==> config.mk <==
export PLATFORM = sky130hd
export DESIGN_NAME = sipo_frame_ctrl
export DESIGN_NICKNAME = d
export VERILOG_FILES = /design/src/rtl/sipo_frame_ctrl_pkg.sv /design/src/rtl/sipo_frame_ctrl_shift_reg.sv /design/src/rtl/sipo_frame_ctrl.sv
export SDC_FILE = /design/constraint.sdc
export NUM_CORES = 1
export LEC_CHECK = 0
export BUFFER_PORTS_ARGS = -buffer_cell sky130_fd_sc_hd__buf_2
export CORE_MARGIN = 4
export CORE_UTILIZATION = 35
export DETAILED_ROUTE_END_ITERATION = 6
export PLACE_DENSITY = 0.6
export REMOVE_ABC_BUFFERS = 1
export SETUP_SLACK_MARGIN = 0.05
export SYNTH_ARGS = -nofsm -noshare
export SYNTH_HDL_FRONTEND = slang
export SYNTH_SLANG_ARGS = --single-unit
==> constraint.sdc <==
create_clock -name clk -period 1.34 [get_ports clk]
set_input_delay 0.134 -clock clk [delete_from_list [all_inputs] [get_ports clk]]
set_output_delay 0.134 -clock clk [all_outputs]
set_load 0.01 [all_outputs]
==> src/rtl/sipo_frame_ctrl_pkg.sv <==
// Shared definitions for the SIPO frame controller: FSM state encoding and default word width.
package sipo_frame_ctrl_pkg;

  typedef enum logic [1:0] {
    ST_IDLE  = 2'd0,
    ST_SHIFT = 2'd1,
    ST_HOLD  = 2'd2
  } state_e;

  localparam int DEFAULT_WIDTH = 4;

endpackage

==> src/rtl/sipo_frame_ctrl_shift_reg.sv <==
// Serial-in/parallel-out shift register; direction selects where the first bit lands.
module sipo_shift_reg
  import sipo_frame_ctrl_pkg::*;
#(
  parameter int WIDTH        = DEFAULT_WIDTH,
  parameter bit FIRST_AT_LSB = 1'b1
) (
  input  logic             clk,
  input  logic             reset,
  input  logic             en,
  input  logic             sin,
  output logic [WIDTH-1:0] q
);

  logic [WIDTH-1:0] q_q;
  logic [WIDTH-1:0] q_d;

  generate
    if (FIRST_AT_LSB) begin : g_lsb
      assign q_d = {sin, q_q[WIDTH-1:1]};
    end else begin : g_msb
      assign q_d = {q_q[WIDTH-2:0], sin};
    end
  endgenerate

  always_ff @(posedge clk or posedge reset) begin
    if (reset) begin
      q_q <= '0;
    end else if (en) begin
      q_q <= q_d;
    end
  end

  assign q = q_q;

endmodule

==> src/rtl/sipo_frame_ctrl.sv <==
// Frames a serial bit stream into WIDTH-bit words and hands them out on a valid/ready handshake.
module sipo_frame_ctrl
  import sipo_frame_ctrl_pkg::*;
#(
  parameter int WIDTH        = DEFAULT_WIDTH,
  parameter bit FIRST_AT_LSB = 1'b1
) (
  input  logic             clk,
  input  logic             reset,
  input  logic             frame_start,
  input  logic             sin,
  input  logic             sin_valid,
  output logic             busy,
  output logic [WIDTH-1:0] dout,
  output logic             dout_valid,
  input  logic             dout_ready,
  output logic             overrun
);

  localparam int CNT_W = $clog2(WIDTH + 1);

  state_e           state_q, state_d;
  logic [CNT_W-1:0] cnt_q, cnt_d;
  logic [WIDTH-1:0] dout_q, dout_d;
  logic             dout_valid_q, dout_valid_d;
  logic             overrun_q, overrun_d;
  logic             busy_q, busy_d;
  logic             shift_en;
  logic [WIDTH-1:0] shift_q;
  logic [WIDTH-1:0] word_next;

  assign shift_en = (state_q == ST_SHIFT) && sin_valid && !frame_start;

  sipo_shift_reg #(
    .WIDTH       (WIDTH),
    .FIRST_AT_LSB(FIRST_AT_LSB)
  ) u_shift (
    .clk  (clk),
    .reset(reset),
    .en   (shift_en),
    .sin  (sin),
    .q    (shift_q)
  );

  // Word as it will stand after the completing bit, so dout can be registered on that same edge.
  generate
    if (FIRST_AT_LSB) begin : g_word_lsb
      assign word_next = {sin, shift_q[WIDTH-1:1]};
    end else begin : g_word_msb
      assign word_next = {shift_q[WIDTH-2:0], sin};
    end
  endgenerate

  always_comb begin
    state_d      = state_q;
    cnt_d        = cnt_q;
    dout_d       = dout_q;
    dout_valid_d = dout_valid_q;
    overrun_d    = overrun_q;
    unique case (state_q)
      ST_IDLE: begin
        if (frame_start) begin
          state_d = ST_SHIFT;
          cnt_d   = '0;
        end
      end
      ST_SHIFT: begin
        if (frame_start) begin
          cnt_d = '0;
        end else if (sin_valid) begin
          cnt_d = cnt_q + CNT_W'(1);
          if (cnt_q == CNT_W'(WIDTH - 1)) begin
            state_d      = ST_HOLD;
            dout_d       = word_next;
            dout_valid_d = 1'b1;
          end
        end
      end
      ST_HOLD: begin
        if (sin_valid) begin
          overrun_d = 1'b1;
        end
        if (dout_ready) begin
          state_d      = ST_IDLE;
          dout_valid_d = 1'b0;
        end
      end
      default: begin
        state_d = ST_IDLE;
      end
    endcase
    busy_d = (state_d != ST_IDLE);
  end

  always_ff @(posedge clk or posedge reset) begin
    if (reset) begin
      state_q      <= ST_IDLE;
      cnt_q        <= '0;
      dout_q       <= '0;
      dout_valid_q <= 1'b0;
      overrun_q    <= 1'b0;
      busy_q       <= 1'b0;
    end else begin
      state_q      <= state_d;
      cnt_q        <= cnt_d;
      dout_q       <= dout_d;
      dout_valid_q <= dout_valid_d;
      overrun_q    <= overrun_d;
      busy_q       <= busy_d;
    end
  end

  assign busy       = busy_q;
  assign dout       = dout_q;
  assign dout_valid = dout_valid_q;
  assign overrun    = overrun_q;

endmodule

==> impl_metrics.env, run 1 <==
export IMPL_status="finished, final reports clean"
export IMPL_synth_area_leaders="dfrtp_1 (62%), mux2_2 (13%), o21ai_0 (6.6%)"
export IMPL_grt_total_usage_pct=10.1
export IMPL_final_common_cell="dfrtp_1"
export IMPL_rrSetupSlack_ps=20
export IMPL_grt_pass1_wl_mm=1.88
export IMPL_synth_compound_area_share_pct=10.5
export IMPL_n_fill_cell=146
export IMPL_dpl_cell_count=78
export IMPL_multiInputGateArea_um2=263
export IMPL_cap_violations=0
export IMPL_gp_congestion=0.739
export IMPL_netlist_area_um2=608
export IMPL_rsz0062_at_grt="yes"
export IMPL_peakVddDrop_uv=643
export IMPL_hpwl_um=758
export IMPL_grt_max_degree=16
export IMPL_yosys_area_top_type="dfrtp_1"
export IMPL_switching_share_pct=27.1
export IMPL_wl_mm=1.07
export IMPL_drtIter0Drc=2
export IMPL_vias=422
export IMPL_synth_seq_cells=15
export IMPL_critPathLaunchType="flip-flop"
export IMPL_tritoncts="yes"
export IMPL_setup_viol=0
export IMPL_hold_viol=0
export IMPL_ff_latch_area_um2=375
export IMPL_synth_top_family_by_area="multiplexers"
export IMPL_final_cell_mix="dfrtp_1 (15), buf_2 (12), o21ai_0 (8)"
export IMPL_fin_ws_ps=22.0
export IMPL_finalNonFillerCells=83
export IMPL_cts_sinks=15
export IMPL_wl_per_cell_um=12.9
export IMPL_combPwrFrac_pct=16.7
export IMPL_row_count=14
export IMPL_p_clk_share_pct=27.2
export IMPL_maxSlewHeadroom_pct=63.0
export IMPL_area_growth_synth_to_final_pct=29.0
export IMPL_synth_xor_xnor_area_share_pct=0
export IMPL_powerDensity_nw_per_um2=1260
export IMPL_fin_util_pct=49.8
export IMPL_fin_worst_skew_ps=3.77
export IMPL_die_y_um=49.7
export IMPL_yosysUniqueCellTypes=14
export IMPL_avgSynthCellArea_um2=12.4
export IMPL_netlist_area_leader_share_pct=61.7
export IMPL_finalCritPeriodShare_pct=98.4
export IMPL_p_seq_share_pct=56.1
export IMPL_max_clock_path_buffers=2
export IMPL_crit_fanout=6
export IMPL_timing_fmax_mhz=759
export IMPL_hold_depth=2
export IMPL_crit_required_ps=1520
export IMPL_yosys_area_share_simple_pct=7.61
export IMPL_drc=0
export IMPL_place_port_buffers=12
export IMPL_syn_inst=49
export IMPL_dp_slack_ps=-90.1
export IMPL_switchingPower_mw=0.268
export IMPL_p_int_mw=0.722
export IMPL_tightestPinTransition_ps=555
export IMPL_ys_seq_area_share_pct=61.7
export IMPL_ios=13
export IMPL_drive_gt1_share_pct=41.8
export IMPL_synth_mux_area_fraction_pct=13.0
export IMPL_period_needed_ps=1320
export IMPL_antenna_found_initial=0
export IMPL_htree_levels=1
export IMPL_leakagePower_nw=0.378
export IMPL_vias_per_cell=5.08
export IMPL_n_antenna_cell=0
export IMPL_drv_slew=0
export IMPL_die_width_um=49.7
export IMPL_end_kind="flip-flop"
export IMPL_path_clk_slew_ps=100
export IMPL_layout_nets=76
export IMPL_drtPass1Iterations=3
export IMPL_cp_data_arrival_time_ps=1500
export IMPL_start_util_pct=38.6
export IMPL_critPathKind="flip-flop to flip-flop"
export IMPL_die_area_um2=2470
export IMPL_numCtsBuffers=3
export IMPL_ant_nets=0
export IMPL_r2r_worst_path_cells=4
export IMPL_core_um2=1580
export IMPL_root_buffer="clkbuf_4"
export IMPL_yosysWarnings=0
export IMPL_min_path_type="input port to flip-flop"
export IMPL_grt_pass1_vias=421
export IMPL_power_mw=0.990
export IMPL_grt_ovfl_total=0
export IMPL_synth_fa_ha_area_share_pct=4.12
export IMPL_clk_latency_ps=290
-- timing repair --
| action | CTS | global route |
|---|---|---|
| endpoints found under the hold margin | 15 | 0 |
| hold buffers | 1 | 0 |
| resized for setup | 8 | 1 |
| buffers inserted | 0 | 0 |
| pin swaps | 3 | 0 |
| endpoints found under the setup margin | 4 | 7 |
-- worst paths after layout --
kind                       startpoint            to
setup / recovery             cnt_q[1]       dout[1]
hold / removal             dout_ready    state_q[1]
setup reg to reg             cnt_q[1]       dout[1]
hold reg to reg               overrun       overrun
max in group asynchronous       reset          busy
min in group asynchronous       reset  u_shift.q[3]
-- state kept, by name, indices dropped and copies added, names as in the netlist --
signal	flops
state_q	2
overrun	1
u_shift.q	3
cnt_q	3
dout_valid	1
busy	1
dout	4
-- metrics by stage --
stage                     cell area [µm²]  TNS (ps)  hold slack (ps)
after global placement                696      -240              212
final                                 785         0             61.1
after global routing                  785     -86.7             62.3
after detailed placement              696      -339              215
after CTS                             774         0             56.6
after floorplan                       608     -45.0             35.5
-- Yosys cell counts (all sizes together) --
cell	count
o21ai	8
o21bai	1
inv	5
nor2	3
a21oi	2
nand4	1
dfrtp	15
o22ai	1
ha	2
nand2	2
nand3	1
or2b	1
mux2	7
-- cell type report --
class,instances,share of cell area [%]
inverter,5,2.39
multi-input combinational,29,33.5
clock buffer,3,2.87
sequential,15,47.8
timing repair buffer,14,9.89
clock inverter,1,0.957
tap,16,2.55
-- worst max-delay path, stage by stage, from the launching register on --
cell	delay, ps
dfrtp_1	420
ha_4	180
ha_4	160
nand4_4	140
mux2_4	310
-- power by group through the flow --
| stage | combinational, mW | clock [mW] | sequential, mW |
|---|---|---|---|
| final | 0.166 | 0.269 | 0.555 |
| after global routing | 0.184 | 0.305 | 0.567 |
| after CTS | 0.167 | 0.284 | 0.553 |
| after detailed placement | 0.147 | 0 | 0.560 |
| after global placement | 0.146 | 0 | 0.559 |
| after floorplan | 0.0737 | 0 | 0.569 |
-- layer usage --
metal	vias up	part of all wire (%)	GRT usage [%]
li1	205	-	-
met1	206	44	11.9
met2	11	48	15.4
met3	0	7.5	6.02
met4	0	0	2.76
met5	-	0	0
-- kinds of logic after synthesis --
kind of cell	count (synthesis)
flops	15
compound gates	12
simple gates	8
mux	7
buf+inv	5
fa+ha+maj	2
Note: power is estimated with default switching activity, not from simulation.
==> run 2, diff against run 1 <==
--- a/config.mk
+++ b/config.mk
@@ -9,9 +9,10 @@
 export CORE_MARGIN = 4
 export CORE_UTILIZATION = 35
 export DETAILED_ROUTE_END_ITERATION = 6
-export PLACE_DENSITY = 0.6
+export PLACE_DENSITY = 0.59
 export REMOVE_ABC_BUFFERS = 1
 export SETUP_SLACK_MARGIN = 0.05
 export SYNTH_ARGS = -nofsm -noshare
 export SYNTH_HDL_FRONTEND = slang
+export SYNTH_HIERARCHICAL = 1
 export SYNTH_SLANG_ARGS = --single-unit
==> impl_metrics.env, run 2 <==
export IMPL_critPathKind="flip-flop to flip-flop"
export IMPL_drive_gt1_share_pct=41.3
export IMPL_tightestPinTransition_ps=464
export IMPL_end_kind="flip-flop"
export IMPL_drv_slew=0
export IMPL_drtIter0Drc=1
export IMPL_critPathLaunchType="flip-flop"
export IMPL_grt_pass1_wl_mm=2.13
export IMPL_wl_met2_um=588
export IMPL_ios=13
export IMPL_cts_sinks=15
export IMPL_die_y_um=51.9
export IMPL_maxSlewHeadroom_pct=69.0
export IMPL_hpwl_um=865
export IMPL_finalCritPeriodShare_pct=95.9
export IMPL_htree_levels=1
export IMPL_powerDensity_nw_per_um2=1190
export IMPL_setup_viol=0
export IMPL_root_buffer="clkbuf_4"
export IMPL_wl_met3_um=38
export IMPL_start_util_pct=37.9
export IMPL_layout_nets=84
export IMPL_wl_per_cell_um=12.1
export IMPL_drc=0
export IMPL_hold_viol=0
export IMPL_n_fill_cell=175
export IMPL_wl_met1_um=568
export IMPL_die_area_um2=2700
export IMPL_crit_path_max_incr_delay_ps=410
export IMPL_row_count=15
export IMPL_leakagePower_nw=0.431
export IMPL_netlist_area_um2=676
export IMPL_crit_fanout=5
export IMPL_syn_inst=55
export IMPL_yosysWarnings=6
export IMPL_fin_worst_skew_ps=2.54
export IMPL_status="finished, final reports clean"
export IMPL_p_seq_share_pct=55.8
export IMPL_path_cells="ha_2 -> ha_4 -> nand2_4 -> mux2_4"
export IMPL_hold_ws_ps=77.1
export IMPL_core_um2=1780
export IMPL_highest_layer="met4"
export IMPL_numCtsBuffers=3
export IMPL_ant_nets=0
export IMPL_peakVddDrop_uv=679
export IMPL_cp_data_arrival_time_ps=1450
export IMPL_largest_register_ffs=4
export IMPL_grt_max_degree=13
export IMPL_drtPass1Iterations=4
export IMPL_area_growth_synth_to_final_pct=23.9
export IMPL_p_clk_share_pct=25.5
export IMPL_timing_fmax_mhz=779
export IMPL_n_antenna_cell=0
export IMPL_gp_congestion=0.744
export IMPL_crit_required_ps=1510
export IMPL_tritoncts="yes"
export IMPL_critPathSlowestCell="dfrtp_1"
export IMPL_grt_total_usage_pct=10.8
export IMPL_p_int_mw=0.739
export IMPL_period_needed_ps=1280
export IMPL_fin_util_pct=46.9
export IMPL_max_clock_path_buffers=2
export IMPL_grt_pass1_vias=477
export IMPL_cap_violations=0
export IMPL_vias=455
export IMPL_path_clk_slew_ps=90
export IMPL_rsz0062_at_grt="yes"
export IMPL_place_port_buffers=12
export IMPL_die_width_um=51.9
export IMPL_grt_ovfl_total=0
export IMPL_final_cell_mix="dfrtp_1 (15), buf_2 (12), nand2_1 (6)"
export IMPL_combPwrFrac_pct=18.7
export IMPL_min_path_type="input port to flip-flop"
export IMPL_vias_per_cell=4.55
export IMPL_switchingPower_mw=0.255
export IMPL_wl_mm=1.21
export IMPL_final_common_cell="dfrtp_1"
export IMPL_avgSynthCellArea_um2=12.3
export IMPL_antenna_found_initial=0
export IMPL_switching_share_pct=25.7
export IMPL_clk_latency_ps=280
## run 2: final timing paths
kind / slack, ps / from / depth (start not counted) / end
setup / recovery: 60 / cnt_q[0] / 4 / dout[3]
hold / removal: 80 / dout_ready / 2 / state_q[1]
setup reg to reg: 60 / cnt_q[0] / 4 / dout[3]
hold reg to reg: 480 / overrun / 1 / overrun
max in group asynchronous: 620 / reset / 3 / busy
min in group asynchronous: 260 / reset / 3 / u_shift/q[1]
## run 2: cell type report
cell class,instances,area [µm²],area share [%]
clock buffers,4,26.3,3.14
inverters,5,18.8,2.24
repair buffers,17,100,12.0
multi-input cells,34,285,34.1
flip-flops and latches,15,375,44.8
well taps,25,31.3,3.74
## run 2: critical path: cells and delay by family, from the launching register on
kind | cells | cell delay, ps
flip-flops | 1 | 410
adder cells (fa/ha/maj) | 2 | 370
multiplexers | 1 | 300
AND/OR/NAND/NOR | 1 | 90
## run 2: stage by stage
stage / area (µm²) / TNS (ps) / instances / setup WS, ps / total power [mW]
floorplan: 664 / 0 / 54 / 52.6 / 0.673
global placement: 778 / 0 / 94 / 14.4 / 0.745
detailed placement: 778 / -27.2 / 94 / -10.0 / 0.748
CTS: 837 / 0 / 100 / 51.5 / 1.01
global route: 837 / 0 / 100 / 27.0 / 1.06
finish: 837 / 0 / 100 / 55.5 / 0.995
## run 2: power by group through the flow
stage	Sequential (mW)	Combinational (mW)	Clock (mW)
after global placement	0.563	0.182	0
after detailed placement	0.564	0.184	0
after global routing	0.565	0.211	0.280
final	0.555	0.186	0.254
after CTS	0.556	0.190	0.267
after floorplan	0.575	0.0977	0
## run 2: per-layer routing
| metal | track usage (%) | vias up |
|---|---|---|
| li1 | - | 227 |
| met1 | 13.8 | 218 |
| met2 | 16.1 | 8 |
| met3 | 2.58 | 2 |
| met4 | 6.55 | 0 |
| met5 | 0 | - |
## run 2: timing repair
| action | in CTS | in global routing |
|---|---|---|
| hold endpoints to repair | 15 | 0 |
| setup buffers | 1 | 0 |
| hold buffers | 1 | 0 |
| setup endpoints to repair | 4 | 5 |
| resized for setup | 3 | 1 |
| pin swaps | 1 | 1 |
